[config.mk]
export PLATFORM = sky130hd
export DESIGN_NAME = async_fifo_wr_arbiter
export DESIGN_NICKNAME = d
export VERILOG_FILES = /design/src/rtl/fifo_arb_pkg.sv /design/src/rtl/rr_pick.sv /design/src/rtl/async_fifo_wr_arbiter.sv
export SDC_FILE = /design/constraint.sdc
export NUM_CORES = 1
export LEC_CHECK = 0
export ABC_AREA = 1
export CORE_MARGIN = 2
export CORE_UTILIZATION = 40
export DETAILED_ROUTE_END_ITERATION = 10
export PLACE_DENSITY = 0.83
export SLEW_MARGIN = 20
export SYNTH_ARGS = -nofsm -noshare
export SYNTH_HDL_FRONTEND = slang
export SYNTH_SLANG_ARGS = --single-unit
[constraint.sdc]
create_clock -name wr_clk -period 4.8 [get_ports wr_clk]
set_clock_uncertainty 0.15 [all_clocks]
set_input_delay 1.2 -clock wr_clk [delete_from_list [all_inputs] [get_ports wr_clk]]
set_output_delay 1.2 -clock wr_clk [all_outputs]
set_load 0.01 [all_outputs]
[src/rtl/fifo_arb_pkg.sv]
// rtl/fifo_arb_pkg.sv - shared types and defaults for the FIFO write-port arbiter
package fifo_arb_pkg;

  typedef enum logic {
    IDLE  = 1'b0,
    BURST = 1'b1
  } arb_state_t;

  localparam int DEF_NUM_SRC    = 4;
  localparam int DEF_DATA_WIDTH = 8;
  localparam int DEF_MAX_BURST  = 8;

endpackage

[src/rtl/rr_pick.sv]
// rtl/rr_pick.sv - combinational round-robin selector searching from ptr+1
module rr_pick #(
  parameter int N = 4
) (
  input  logic [N-1:0]         req,
  input  logic [$clog2(N)-1:0] ptr,
  output logic                 found,
  output logic [$clog2(N)-1:0] idx
);

  localparam int IW = $clog2(N);
  localparam int SW = IW + 1;
  localparam logic [SW-1:0] N_W = SW'(N);

  logic [SW-1:0] sum;
  logic [IW-1:0] cand;

  // Walk offsets from farthest to nearest so the closest requester after ptr wins.
  always_comb begin
    found = 1'b0;
    idx   = '0;
    sum   = '0;
    cand  = '0;
    for (int off = N; off >= 1; off--) begin
      sum = {1'b0, ptr} + SW'(off);
      if (sum >= N_W) begin
        sum = sum - N_W;
      end
      cand = sum[IW-1:0];
      if (req[cand]) begin
        found = 1'b1;
        idx   = cand;
      end
    end
  end

endmodule

[src/rtl/async_fifo_wr_arbiter.sv]
// rtl/async_fifo_wr_arbiter.sv - round-robin packet arbiter for the FIFO write port
module async_fifo_wr_arbiter
  import fifo_arb_pkg::*;
#(
  parameter int NUM_SRC    = DEF_NUM_SRC,
  parameter int DATA_WIDTH = DEF_DATA_WIDTH,
  parameter int MAX_BURST  = DEF_MAX_BURST
) (
  input  logic                          wr_clk,
  input  logic                          wr_rst,
  input  logic [NUM_SRC-1:0]            src_valid,
  input  logic [NUM_SRC-1:0]            src_last,
  input  logic [NUM_SRC*DATA_WIDTH-1:0] src_data,
  output logic [NUM_SRC-1:0]            src_ready,
  input  logic                          fifo_full,
  output logic                          fifo_wr_en,
  output logic [DATA_WIDTH-1:0]         fifo_wr_data,
  output logic [$clog2(NUM_SRC)-1:0]    grant_id,
  output logic                          busy,
  output logic [7:0]                    burst_cnt
);

  localparam int IW = $clog2(NUM_SRC);
  localparam logic [7:0] LAST_BEAT = 8'(MAX_BURST - 1);

  arb_state_t    state, state_nxt;
  logic [IW-1:0] rr_ptr, rr_ptr_nxt, grant_nxt, pick_idx;
  logic [7:0]    cnt_nxt;
  logic          pick_found, owner_valid, owner_last, accept, end_grant;

  rr_pick #(.N(NUM_SRC)) u_pick (
    .req   (src_valid),
    .ptr   (rr_ptr),
    .found (pick_found),
    .idx   (pick_idx)
  );

  assign busy       = (state == BURST);
  assign accept     = owner_valid && !fifo_full;
  assign fifo_wr_en = accept;
  assign end_grant  = accept && (owner_last || (burst_cnt == LAST_BEAT));

  // Route the owner's handshake and data; ready drops the same cycle the FIFO fills.
  always_comb begin
    owner_valid  = 1'b0;
    owner_last   = 1'b0;
    fifo_wr_data = '0;
    src_ready    = '0;
    for (int i = 0; i < NUM_SRC; i++) begin
      if (busy && (grant_id == IW'(i))) begin
        owner_valid  = src_valid[i];
        owner_last   = src_last[i];
        fifo_wr_data = src_data[i*DATA_WIDTH +: DATA_WIDTH];
        src_ready[i] = !fifo_full;
      end
    end
  end

  // Next-state: one arbitration cycle in IDLE, then hold the grant until last beat or burst cap.
  always_comb begin
    state_nxt  = state;
    grant_nxt  = grant_id;
    cnt_nxt    = burst_cnt;
    rr_ptr_nxt = rr_ptr;
    case (state)
      IDLE: begin
        if (pick_found) begin
          grant_nxt = pick_idx;
          cnt_nxt   = '0;
          state_nxt = BURST;
        end
      end
      BURST: begin
        if (end_grant) begin
          state_nxt  = IDLE;
          rr_ptr_nxt = grant_id;
          cnt_nxt    = '0;
        end else if (accept) begin
          cnt_nxt = burst_cnt + 8'd1;
        end
      end
      default: state_nxt = IDLE;
    endcase
  end

  // State and grant registers; reset aborts any grant and makes source 0 first in line.
  always_ff @(posedge wr_clk or posedge wr_rst) begin
    if (wr_rst) begin
      state     <= IDLE;
      grant_id  <= '0;
      burst_cnt <= '0;
      rr_ptr    <= IW'(NUM_SRC - 1);
    end else begin
      state     <= state_nxt;
      grant_id  <= grant_nxt;
      burst_cnt <= cnt_nxt;
      rr_ptr    <= rr_ptr_nxt;
    end
  end

  a_ready_onehot0 : assert property (@(posedge wr_clk) disable iff (wr_rst) $onehot0(src_ready));
  a_no_wr_on_full : assert property (@(posedge wr_clk) disable iff (wr_rst) !(fifo_wr_en && fifo_full));
  a_grant_range   : assert property (@(posedge wr_clk) disable iff (wr_rst) int'(grant_id) < NUM_SRC);

endmodule

# == After elaboration in Yosys (flattened, before gate mapping) ==
# Cells that the tools add are included.
# W data, S select, Z words.
# classes
n_addsub,9
magnitude_cmp,8
eq_ne,6
muxes,43
bitwise,1
n_reduce_logical,12
# op_table
op,count
$mux W8,7
$mux W1,22
$mux W2,8
$pmux W8 S2,1
$ge A3 B3 Y1 const B,4
$lt A2 B3 Y1 const B,4
$add A8 B1 Y8 const B,1
$bmux W1 S2,4
$eq A8 B3 Y1 const B,1
$sub A2 B1 Y2 const B,4
$add A2 B2 Y3 const B,2
$logic_and A1 B1 Y1,6
$reduce_and A2 Y1,3
$eq A2 B2 Y1 const B,2
$add A2 B1 Y3 const B,1
$add A2 B3 Y3 const B,1
$ne A3 B1 Y1 const B,1
$eq A2 B1 Y1 const B,1
$logic_not A2 Y1,1
$ne A2 B2 Y1 const B,1
$pmux W1 S2,1
$logic_not A1 Y1,1
$logic_or A1 B1 Y1,1
$not A1 Y1,1
# word_totals
ff_bits,13
input_bits,43
word_cells,83

# == Depth between registers and ports, before layout ==
# logic_depth
ltp_word,11
depth_mapped,12

# == Modules after synthesis ==
# From an unflattened synthesis, not the netlist that was laid out.
# unflattened
cells_unflattened,216
area_unflattened_um2,1347.5
# modules_own_cells
mod,instances,cells_per_inst,area_each_um2
async_fifo_wr_arbiter,1,165,1101.1
rr_pick,1,51,246.5

# == Worst setup path before layout ==
# OpenSTA, ideal clock, no wires.
# synth_timing
kind,input to output
start,input src_valid[1]
end,output fifo_wr_en
arrival_time_ns,1.738
required_ns,3.450
slack_ns,1.712
cell_stages,5
path_buffers,1
cell_sequence,inv_1 o22ai_2 nor2_2 nor2_4 buf_6
# synth_between
elab_chain_len,4
# synth_lines
item,line,rtl
"start, declared",async_fifo_wr_arbiter.sv:11,"input logic [NUM_SRC-1:0] src_valid,"
$mux W1 (3 in a row),async_fifo_wr_arbiter.sv:50,if (busy && (grant_id == IW'(i))) begin
$logic_and A1 B1 Y1,async_fifo_wr_arbiter.sv:39,assign accept = owner_valid && !fifo_full;
"end, declared",async_fifo_wr_arbiter.sv:16,"output logic fifo_wr_en,"
# Every way passes these cells.

# == Worst setup path in the final report ==
# Same ends and word-level chain as after synthesis.

==> impl_table.tex <==
\begin{tabular}{lr}
\hline
Metric & Value \\
\hline
\multicolumn{2}{l}{\textbf{Placement}} \\
\quad Post-placement worst setup slack & 765.1 ps \\
\quad Total half-perimeter wirelength after legalization and detailed placement & 2719 microns \\
\quad Port-buffer cells & 66 \\
\quad Final GP Congestion & between 0.8 and 0.9 \\
\multicolumn{2}{l}{\textbf{Critical path}} \\
\quad Worst reg2reg path startpoint & grant\_id[0] \\
\quad R2r endpoint & busy \\
\quad Setup slack on the worst flop-to-flop path & 2420 ps \\
\quad Worst path max stage delay & 540 ps \\
\quad Combined buffer and inverter count along the critical path & 3 \\
\quad Family of cells with the greatest summed delay on the critical path & buffers and inverters \\
\quad Worst Setup EP & fifo\_wr\_en \\
\quad Element type at the critical path start & input pin \\
\quad Arrival time of the worst setup path & 2680 ps \\
\quad Crit. Startpoint & src\_valid[1] \\
\quad Highest fanout seen on the critical path & 3 \\
\quad Critical path capture point type & primary output \\
\quad Crit path depth & 6 \\
\quad Data required time of the critical path & 3450 ps \\
\quad Worst Path Class, Setup & in2out \\
\quad Number of cells traversed by the worst register-to-register path & 9 \\
\quad Cell breakdown of the critical path & clkdlybuf4s50\_1, inv\_1, o22ai\_2, nor2\_2, nor2\_4, clkdlybuf4s50\_1 \\
\quad Critical path's slowest cell & clkdlybuf4s50\_1 \\
\quad Cell type with the highest occurrence count on the critical path & clkdlybuf4s50\_1 \\
\multicolumn{2}{l}{\textbf{Clock network}} \\
\quad Clock transition at the registers of the reported paths & 80 ps \\
\quad Number of clock buffers inserted by TritonCTS & 3 \\
\quad Post-CTS Hold Fix Bufs & 0 \\
\quad CTS tree & done \\
\quad H-tree depth & 1 \\
\quad Post CTS Setup Buffer Count & 0 \\
\quad \# clock sinks & 13 \\
\quad Clock network latency to the later pin of the worst-skew pair & 270 ps \\
\quad Number of gates resized after CTS & 0 \\
\quad Clock root buffer master & clkbuf\_4 \\
\quad Max Root-Sink Buffers & 2 \\
\multicolumn{2}{l}{\textbf{Logic synthesis}} \\
\quad Number of register bits inferred by synthesis & 13 \\
\quad Compound-gate portion of the synthesized area & 14.98\% \\
\quad Fraction of the mapped netlist area in adder cells & 1.041\% \\
\quad Gate count of the mapped netlist & 186 \\
\quad Net count after synthesis & 230 \\
\quad Post-synthesis instance area & around 1200 sq um \\
\quad Share of cell area taken by muxes after synthesis & 0\% \\
\quad Total of warnings raised by yosys & 0 \\
\quad Largest family of logic cells by synthesized area & simple AND/OR/NAND/NOR gates \\
\quad Xor and xnor fraction of the mapped netlist area & 4.370\% \\
\quad Proportion of synthesized chip area in sequential cells & a little over a quarter \\
\quad Simple logic cell fraction of the synthesized area & 42.56\% \\
\quad Per-instance average area after synthesis & 6.465 sq um \\
\quad Synth cell types & 28 \\
\multicolumn{2}{l}{\textbf{Run}} \\
\quad Max-cap violations & 0 \\
\multicolumn{2}{l}{\textbf{Power}} \\
\quad Peak supply drop & 0.0003540 V \\
\quad Total power per unit cell area & 493.4 nW/um\^{}2 \\
\quad Total chip power & around 0.00094 W \\
\quad Static leakage power & slightly below 0.9 nW \\
\multicolumn{2}{l}{\textbf{Timing}} \\
\quad Final min period & 4031 ps \\
\quad Worst hold margin & 350.4 ps \\
\quad Final Max Tran Viols & 0 \\
\quad Final period utilization & 83.98\% \\
\quad Unrepaired setup endpoints after global routing & no \\
\quad Final Hold Viols & 0 \\
\quad Worst slew margin & 67.69\% \\
\quad Worst-margin pin slew & 484.1 ps \\
\quad Post-route setup slack & between 700 and 800 ps \\
\quad Setup\_tns & 0 ps \\
\quad Number of setup violations in the final report & 0 \\
\quad Max Fclk & between 200 and 250 MHz \\
\multicolumn{2}{l}{\textbf{Worst hold path}} \\
\quad Hold path depth & 2 \\
\quad Worst min-delay path class & reg2reg \\
\multicolumn{2}{l}{\textbf{Die}} \\
\quad Chip Height & 58.83 microns \\
\quad Number of core rows & 19 \\
\quad Top-level port count & 67 \\
\quad Core outline area & 2805 sq um \\
\quad Full die area & approximately 3500 sq um \\
\quad Effective utilization at floorplan & 42.86\% \\
\quad Width of the die & around 59 microns \\
\multicolumn{2}{l}{\textbf{Detailed routing}} \\
\quad Total iterations of the first detailed-routing run & 7 \\
\quad Per-cell via count in the routed design & 5.127 \\
\quad Number of nets with antenna violations after routing & 0 \\
\quad Final routed wire length divided by cell count & 12.36 microns \\
\quad Via total after detailed routing & 1451 \\
\quad DRC violations left & 10 \\
\quad Final routed wirelength across all metal layers & 3498 microns \\
\quad Detailed Route Iter0 Violations & 89 \\
\multicolumn{2}{l}{\textbf{GRT}} \\
\quad Via count of the first global-routing pass & between 1000 and 1500 \\
\quad Global-route wire length before repair & between 5000 and 6000 microns \\
\quad Global route overflow & 0 \\
\quad Number of antenna violations at the first check in global routing & 0 \\
\quad Total routing resource utilization after global routing & 21.23\% \\
\quad Maximum number of pins on one net before global-route repair & 14 \\
\multicolumn{2}{l}{\textbf{Cells and area}} \\
\quad Fraction of final layout cells with drive strength greater than 1 & under 10\% \\
\quad Area Growth Syn to Fin & 57.86\% \\
\quad Layout filler cell count & 266 \\
\quad Antenna fix cells & 0 \\
\quad Final nets & 297 \\
\multicolumn{2}{l}{\textbf{Outcome}} \\
\quad Violations in the final reports & design-rule violations \\
\quad Outcome & complete, but fails checks \\
\hline
\end{tabular}
==> layout make-up <==
class	instances	area [sq um]	area share [%]
Clock buffer	3	22.52	1.187
Clock inverter	1	5.005	0.2637
Inverter	21	78.83	4.153
Multi-Input combinational cell	147	757.0	39.88
Sequential cell	13	327.8	17.27
Tap cell	31	38.79	2.044
Timing Repair Buffer	67	668.1	35.20
==> flip-flops by register name, indices dropped and copies added, names as in the netlist <==
register and flops:
rr_ptr 2, busy 1, burst_cnt 8, grant_id 2
==> worst min-delay path: stages, from the launching register on <==
cell and delay [ps]:
dfstp_2 400, nand2_1 60, nand2_1 40
==> layout by cell type, fill, tap and decap left out, types with 4 or more instances in the layout <==
cell / count
nand3b_1: 4
xor2_1: 5
inv_2: 5
nor2_1: 16
a221oi_1: 8
nand2_1: 61
dfrtp_1: 11
o21ai_0: 9
inv_1: 16
clkdlybuf4s50_1: 66
nand3_1: 28
==> power by group <==
| group | internal [W] | total (W) | switching [W] |
|---|---|---|---|
| logic | 0.000318 | 0.000680 | 0.000363 |
| clock network | 0.0000308 | 0.0000670 | 0.0000363 |
| registers | 0.000143 | 0.000189 | 0.0000458 |
| total | 0.000491 | 0.000936 | 0.000445 |
==> synth_stat cells <==
cell / instances / share of area, %
a21oi_1: 1 / 0.42
a221oi_1: 8 / 5.8
a22oi_1: 1 / 0.62
buf_2: 1 / 0.42
buf_4: 1 / 0.62
buf_6: 2 / 1.9
clkbuf_1: 1 / 0.31
dfrtp_1: 11 / 23
dfstp_2: 2 / 4.4
ha_1: 1 / 1.0
inv_1: 16 / 5.0
inv_2: 5 / 1.6
nand2_1: 61 / 19
nand3_1: 28 / 12
nand3_2: 1 / 0.83
nand3b_1: 4 / 2.5
nand4_1: 2 / 1.0
nor2_1: 16 / 5.0
nor2_2: 3 / 1.6
nor2_4: 1 / 0.94
o21ai_0: 9 / 3.7
o21ai_1: 1 / 0.42
o21ai_4: 1 / 1.4
o21bai_1: 1 / 0.62
o21bai_2: 1 / 0.94
o22ai_2: 1 / 1.0
xnor2_1: 1 / 0.73
xor2_1: 5 / 3.6
==> metrics by stage <==
stage                     instance area (sq um)  utilization, %  std cells
after global routing                       1898           67.66        283
final                                      1898           67.66        283
after detailed placement                   1871           66.68        279
after global placement                     1871           66.68        279
after CTS                                  1898           67.66        283
after floorplan                            1202               -        186
==> routing by layer <==
| metal | share of wire [%] | global-route usage (%) | up-vias |
|---|---|---|---|
| met3 | 13 | 5.495 | 0 |
| met1 | 40 | 26.44 | 641 |
| met2 | 46 | 37.14 | 62 |
| met4 | 0 | 3.896 | 0 |
| met5 | 0 | 0 | - |
| li1 | - | - | 748 |
==> cell families after synthesis <==
| family | Yosys count |
|---|---|
| simple gates | 116 |
| buf+inv | 26 |
| compound gates | 24 |
| flops | 13 |
| xor+xnor | 6 |
| fa+ha+maj | 1 |
==> worst min path at each step <==
stage | from | to | slack [ps]
final | rr_ptr[1] | rr_ptr[1] | 350
after floorplan | rr_ptr[1] | rr_ptr[1] | 310
after global placement | rr_ptr[1] | rr_ptr[1] | 340
after detailed placement | rr_ptr[1] | rr_ptr[1] | 340
after CTS | rr_ptr[1] | rr_ptr[1] | 350
after global routing | rr_ptr[1] | rr_ptr[1] | 380
(Power assumes the default switching activity.)
